===== config.mk =====
export PLATFORM = sky130hd
export DESIGN_NAME = uart_rx_fifo
export DESIGN_NICKNAME = d
export VERILOG_FILES = /design/src/rtl/uart_pkg.sv /design/src/rtl/uart_rx_fifo_sync_fifo.sv /design/src/rtl/uart_rx_fifo.sv
export SDC_FILE = /design/constraint.sdc
export NUM_CORES = 1
export LEC_CHECK = 0
export BUFFER_PORTS_ARGS = -buffer_cell sky130_fd_sc_hd__buf_2
export CAP_MARGIN = 30
export CORE_MARGIN = 4
export CORE_UTILIZATION = 40
export DETAILED_ROUTE_END_ITERATION = 10
export PLACE_DENSITY = 0.56
export SKIP_LAST_GASP = 1
export SLEW_MARGIN = 20
export SYNTH_ARGS = -nofsm -noshare
export SYNTH_HDL_FRONTEND = slang
export SYNTH_SLANG_ARGS = --single-unit

===== constraint.sdc =====
create_clock -name clk -period 3.4 [get_ports clk]
set_input_delay 0.51 -clock clk [delete_from_list [all_inputs] [get_ports clk]]
set_output_delay 0.51 -clock clk [all_outputs]
set_load 0.01 [all_outputs]

===== src/rtl/uart_pkg.sv =====
// Shared UART definitions: receive-state encoding and default bit timing.
// Optional macro UART_RX_PARITY_EN adds the PARITY receive state.
package uart_pkg;

    // 100 MHz clock / 115200 baud
    localparam int unsigned UART_CLKS_PER_BIT = 868;

`ifdef UART_RX_PARITY_EN
    typedef enum logic [2:0] {
        RX_IDLE   = 3'd0,
        RX_START  = 3'd1,
        RX_DATA   = 3'd2,
        RX_STOP   = 3'd3,
        RX_PARITY = 3'd4
    } rx_state_t;
`else
    typedef enum logic [1:0] {
        RX_IDLE  = 2'd0,
        RX_START = 2'd1,
        RX_DATA  = 2'd2,
        RX_STOP  = 2'd3
    } rx_state_t;
`endif

endpackage


===== src/rtl/uart_rx_fifo_sync_fifo.sv =====
// Synchronous show-ahead FIFO; rd_data is the head entry, forced to 0 when empty.
// Pointers carry one extra wrap bit so full/empty come from an MSB compare.
module sync_fifo #(
    parameter int unsigned WIDTH = 8,
    parameter int unsigned DEPTH = 16
) (
    input  logic             clk,
    input  logic             reset,
    input  logic             push,
    input  logic [WIDTH-1:0] push_data,
    input  logic             pop,
    output logic [WIDTH-1:0] rd_data,
    output logic             full,
    output logic             empty
);

    localparam int unsigned AW = $clog2(DEPTH);

    logic [AW:0]      wr_ptr;
    logic [AW:0]      rd_ptr;
    logic [WIDTH-1:0] mem [DEPTH];
    logic             do_pop;
    logic             do_push;

    assign empty   = (wr_ptr == rd_ptr);
    assign full    = (wr_ptr[AW] != rd_ptr[AW]) && (wr_ptr[AW-1:0] == rd_ptr[AW-1:0]);
    assign do_pop  = pop && !empty;
    // a pop in the same cycle frees the slot, so a push into a full FIFO is accepted
    assign do_push = push && (!full || do_pop);
    assign rd_data = empty ? '0 : mem[rd_ptr[AW-1:0]];

    // pointer advance and storage write
    always_ff @(posedge clk or negedge reset) begin
        if (!reset) begin
            wr_ptr <= '0;
            rd_ptr <= '0;
            for (int unsigned i = 0; i < DEPTH; i++) mem[i] <= '0;
        end else begin
            if (do_push) begin
                mem[wr_ptr[AW-1:0]] <= push_data;
                wr_ptr              <= wr_ptr + 1'b1;
            end
            if (do_pop) rd_ptr <= rd_ptr + 1'b1;
        end
    end

endmodule


===== src/rtl/uart_rx_fifo.sv =====
// UART receiver (8N1) feeding a show-ahead receive FIFO, with sticky
// overrun/frame error flags. Define UART_RX_PARITY_EN for 8E1 framing,
// which adds a PARITY state and a sticky parity_err output.
module uart_rx_fifo
    import uart_pkg::*;
#(
    parameter int unsigned CLKS_PER_BIT = UART_CLKS_PER_BIT,
    parameter int unsigned DEPTH        = 16
) (
    input  logic       clk,
    input  logic       reset,
    input  logic       rxd,
    input  logic       rd_en,
    input  logic       clr_err,
    output logic [7:0] rd_data,
    output logic       rx_empty,
    output logic       rx_full,
    output logic       overrun,
`ifdef UART_RX_PARITY_EN
    output logic       parity_err,
`endif
    output logic       frame_err
);

    localparam int unsigned   CW        = $clog2(CLKS_PER_BIT) + 1;
    localparam logic [CW-1:0] HALF_LOAD = CW'(CLKS_PER_BIT / 2 - 1);
    localparam logic [CW-1:0] BIT_LOAD  = CW'(CLKS_PER_BIT - 1);

    logic          rx_s1;
    logic          rx_s2;
    logic          rx_prev;
    logic          fall;
    logic          tick;
    rx_state_t     state;
    rx_state_t     state_nxt;
    logic [CW-1:0] cnt;
    logic [2:0]    bit_idx;
    logic [7:0]    shreg;
    logic          push;
    logic          frame_set;
    logic          overrun_set;
`ifdef UART_RX_PARITY_EN
    logic          par_ok;
    logic          par_set;
`endif

    assign fall        = rx_prev && !rx_s2;
    assign tick        = (cnt == '0);
    assign overrun_set = push && rx_full && !rd_en;

    // two-flop synchronizer plus one delayed copy for falling-edge detection
    always_ff @(posedge clk or negedge reset) begin
        if (!reset) begin
            rx_s1   <= 1'b1;
            rx_s2   <= 1'b1;
            rx_prev <= 1'b1;
        end else begin
            rx_s1   <= rxd;
            rx_s2   <= rx_s1;
            rx_prev <= rx_s2;
        end
    end

    // receive state register
    always_ff @(posedge clk or negedge reset) begin
        if (!reset) state <= RX_IDLE;
        else        state <= state_nxt;
    end

    // next-state decode and per-frame push/error strobes
    always_comb begin
        state_nxt = state;
        push      = 1'b0;
        frame_set = 1'b0;
`ifdef UART_RX_PARITY_EN
        par_set   = 1'b0;
`endif
        case (state)
            RX_IDLE:  if (fall) state_nxt = RX_START;
            RX_START: if (tick) state_nxt = rx_s2 ? RX_IDLE : RX_DATA;
            RX_DATA: begin
                if (tick && bit_idx == 3'd7) begin
`ifdef UART_RX_PARITY_EN
                    state_nxt = RX_PARITY;
`else
                    state_nxt = RX_STOP;
`endif
                end
            end
`ifdef UART_RX_PARITY_EN
            RX_PARITY: begin
                if (tick) begin
                    state_nxt = RX_STOP;
                    par_set   = ^{shreg, rx_s2};
                end
            end
`endif
            RX_STOP: begin
                if (tick) begin
                    state_nxt = RX_IDLE;
`ifdef UART_RX_PARITY_EN
                    push      = rx_s2 && par_ok;
`else
                    push      = rx_s2;
`endif
                    frame_set = !rx_s2;
                end
            end
            default:  state_nxt = RX_IDLE;
        endcase
    end

    // bit timer, bit index and LSB-first shift register
    always_ff @(posedge clk or negedge reset) begin
        if (!reset) begin
            cnt     <= '0;
            bit_idx <= '0;
            shreg   <= '0;
`ifdef UART_RX_PARITY_EN
            par_ok  <= 1'b1;
`endif
        end else if (state == RX_IDLE) begin
            bit_idx <= '0;
`ifdef UART_RX_PARITY_EN
            par_ok  <= 1'b1;
`endif
            if (fall) cnt <= HALF_LOAD;
        end else if (tick) begin
            cnt <= BIT_LOAD;
            if (state == RX_START) bit_idx <= '0;
            if (state == RX_DATA) begin
                shreg   <= {rx_s2, shreg[7:1]};
                bit_idx <= bit_idx + 3'd1;
            end
`ifdef UART_RX_PARITY_EN
            if (state == RX_PARITY) par_ok <= !par_set;
`endif
        end else begin
            cnt <= cnt - 1'b1;
        end
    end

    // sticky error flags: a same-cycle set wins over clr_err
    always_ff @(posedge clk or negedge reset) begin
        if (!reset) begin
            overrun    <= 1'b0;
            frame_err  <= 1'b0;
`ifdef UART_RX_PARITY_EN
            parity_err <= 1'b0;
`endif
        end else begin
            if (overrun_set)  overrun <= 1'b1;
            else if (clr_err) overrun <= 1'b0;
            if (frame_set)    frame_err <= 1'b1;
            else if (clr_err) frame_err <= 1'b0;
`ifdef UART_RX_PARITY_EN
            if (par_set)      parity_err <= 1'b1;
            else if (clr_err) parity_err <= 1'b0;
`endif
        end
    end

    sync_fifo #(
        .WIDTH (8),
        .DEPTH (DEPTH)
    ) u_fifo (
        .clk       (clk),
        .reset     (reset),
        .push      (push),
        .push_data (shreg),
        .pop       (rd_en),
        .rd_data   (rd_data),
        .full      (rx_full),
        .empty     (rx_empty)
    );

endmodule


==> results_dict.tcl <==
set metrics [dict create \
    outcome "finished clean" \
    skew_ns 0.00671 \
    grtUsageMet2_pct 27.3 \
    clock_sinks 167 \
    fmax_mhz 352 \
    antennaDiodeCount 0 \
    antenna_found_initial 0 \
    cellPowerDensity_nw_per_um2 562 \
    crit_buf_inv 2 \
    syn_nets 561 \
    synth_top_area_share_pct 50.6 \
    busiest_layer "met2" \
    fin_area_um2 9180 \
    grt_usage_pct 16.4 \
    cts_root_buffer "clkbuf_16" \
    timing.final.crit_share_pct 83.7 \
    setup_tns_ns 0 \
    synthToLayoutAreaGrowth_pct 13.1 \
    synthFlopType "dfrtp_1" \
    hold_path_class "in2async" \
    irDropWorstVdd_mv 0.276 \
    syn_avg_cell_area_um2 14.8 \
    grt_overflow 0 \
    cts_resized 0 \
    finalSetupViolCount 0 \
    setup.worst_path.start_class "flop" \
    initial_utilization_pct 41.2 \
    p_leak_nw 4.08 \
    die_h_um 150 \
    synthDistinctLibCells 54 \
    grt_pass1_wl_um 28300 \
    row_count 51 \
    fin_util_pct 46.6 \
    die_area_um2 22600 \
    grt_pass1_vias 4974 \
    nets 578 \
    clk_pin_slew_worst_paths_ns 0.06 \
    nFillCells 1699 \
    worstMarginPinSlew_ns 0.793 \
    die_w_um 150 \
    drtAntennaViolNets 0 \
    drv_cap 0 \
    critPathSlowestCell "mux4_2" \
    route.detailed.drc 0 \
    ctsHoldBuffers 0 \
    synth_edf_count 0 \
    slew_headroom_pct 47.2 \
    ys_top_cells_by_area "dfrtp_1 51%, mux2_2 19%, mux4_2 8.9%" \
    rsz0062_at_grt "no" \
    drtIter0Drc 121 \
    io_buffers 16 \
    dp_hpwl_um 11400 \
    cts_max_level 4 \
    vias 4639 \
    register_area_um2 4180 \
    crit_path_max_fanout 32 \
    clockBufferDepth 2 \
    final_layout_size_suffix_gt1_share_pct 45.1 \
    yosysSeqAreaShare_pct 51.5 \
    core_um2 19700 \
    crit_type "reg2out" \
    wl_um 17000 \
    grtUsageMet3_pct 3.01 \
    critPathArrivalTime_ns 2.33 \
    synthCells 547 \
    cp-end-kind "output port" \
    grt_max_degree 61 \
    mostFrequentLayoutCell "dfrtp_1" \
    multi_input_area_um2 3740 \
    path_cells "buf_12 > mux4_2 > a22oi_1 > a21oi_1 > buf_2" \
    async_flop_share_pct 100 \
    postCtsSetupBuffers 0 \
    via_per_inst 5.52 \
    clkLatencyLatePin_ns 0.42 \
    min_period_ns 2.84 \
    yosysTopAreaCell "dfrtp_1" \
    final_cell_mix "163 x dfrtp_1, 137 x mux2_2, 32 x mux4_2, 18 x a21oi_1" \
    routabilityCongestion 0.729 \
    yosysWarnings 0 \
    report.final.slew_viol_count 0 \
    wl_per_cell_um 20.3 \
    cpPeakStageDelay_ns 0.55 \
    cts_tree "done" \
    ys_ff_latch 167 \
    grt_util_met1_pct 21.7 \
    hold_violations 0 \
    syn-cell-area_um2 8120 \
    boundaryPins 17 \
    placed_area_um2 8590 \
    cts_buffers 17 \
    dr.pass1.iters 4 \
    critical-path-top-delay-family "multiplexers" \
    required_ns 2.89 \
]
-- sequential cells by signal, indices dropped and copies added, names as in the netlist, 3 cells and up, named ones only --
signal,flops
u_fifo.rd_ptr,5
bit_idx,3
u_fifo.mem,128
u_fifo.wr_ptr,5
cnt,11
shreg,8
-- metal layers --
layer	vias up	part of all wire (%)
met5	-	0
met1	2487	45
met3	20	2.4
met4	0	1.5
met2	43	51
li1	2089	-
-- per-stage QoR --
| step | total power, W | worst slack (ns) | cells | hold WS, ns |
|---|---|---|---|---|
| finish | 0.00516 | 0.555 | 841 | 0.0212 |
| global route | 0.00543 | 0.462 | 841 | 0.0510 |
| CTS | 0.00523 | 0.518 | 841 | 0.0352 |
| detailed placement | 0.00330 | 0.699 | 810 | 0.350 |
| global placement | 0.00325 | 0.744 | 807 | 0.350 |
| floorplan | 0.00296 | 0.785 | 547 | 0.214 |
-- final cells by class --
type / count / share of cell area (%)
Sequential cell: 167 / 45.6
Inverter: 11 / 0.450
Clock inverter: 7 / 1.02
Multi-Input combinational cell: 331 / 40.7
Tap cell: 265 / 3.61
Timing Repair Buffer: 36 / 3.28
Clock buffer: 24 / 5.36
-- cells in the mapped netlist (4+ instances only) --
library cell and number:
mux2_2 137, nor2_1 7, ha_1 9, a2111oi_4 16
nor2b_1 6, buf_2 8, mux4_2 32, nand2b_1 4
nor3_1 4, xor2_1 11, dfrtp_1 164, nand2_1 12
o21ai_0 5, a21oi_1 18, nand3_1 4, a22oi_1 17
buf_1 11, inv_1 10, nand4_1 5, clkbuf_1 15
-- where the power goes --
part           switching [W]  leakage [nW]  total [W]  internal, W
Clock               0.000761         0.282    0.00192      0.00116
Sequential          0.000116          2.27    0.00218      0.00207
Combinational       0.000663          1.53    0.00106     0.000401
-- logic make-up (layout without fill, tap and decap cells) --
kind of cell               Yosys count  count (layout)  share of synthesized area, %
xor gates and xnor gates            13              13                          1.40
DFF                                167             167                          51.5
and+or+nand+nor                     59              59                          4.22
AOI/OAI and AO/OA                   77              77                          10.4
buffers and inverters               49              78                          2.62
muxes                              172             172                          28.3
adders and majority gates           10              10                          1.51
-- worst paths after layout --
check,start,endpoint,slack (ns),cells past startpoint
setup / recovery,u_fifo.rd_ptr[0],rd_data[6],0.56,5
hold / removal,reset,u_fifo.rd_ptr[4],0.02,1
setup reg to reg,cnt[0],u_fifo.mem[60],0.69,7
hold reg to reg,rx_s1,rx_s2,0.36,0
max in group asynchronous,reset,u_fifo.mem[122],2.43,3
min in group clk,rxd,rx_s1,0.18,1
Power figures use the tool's default switching activity.
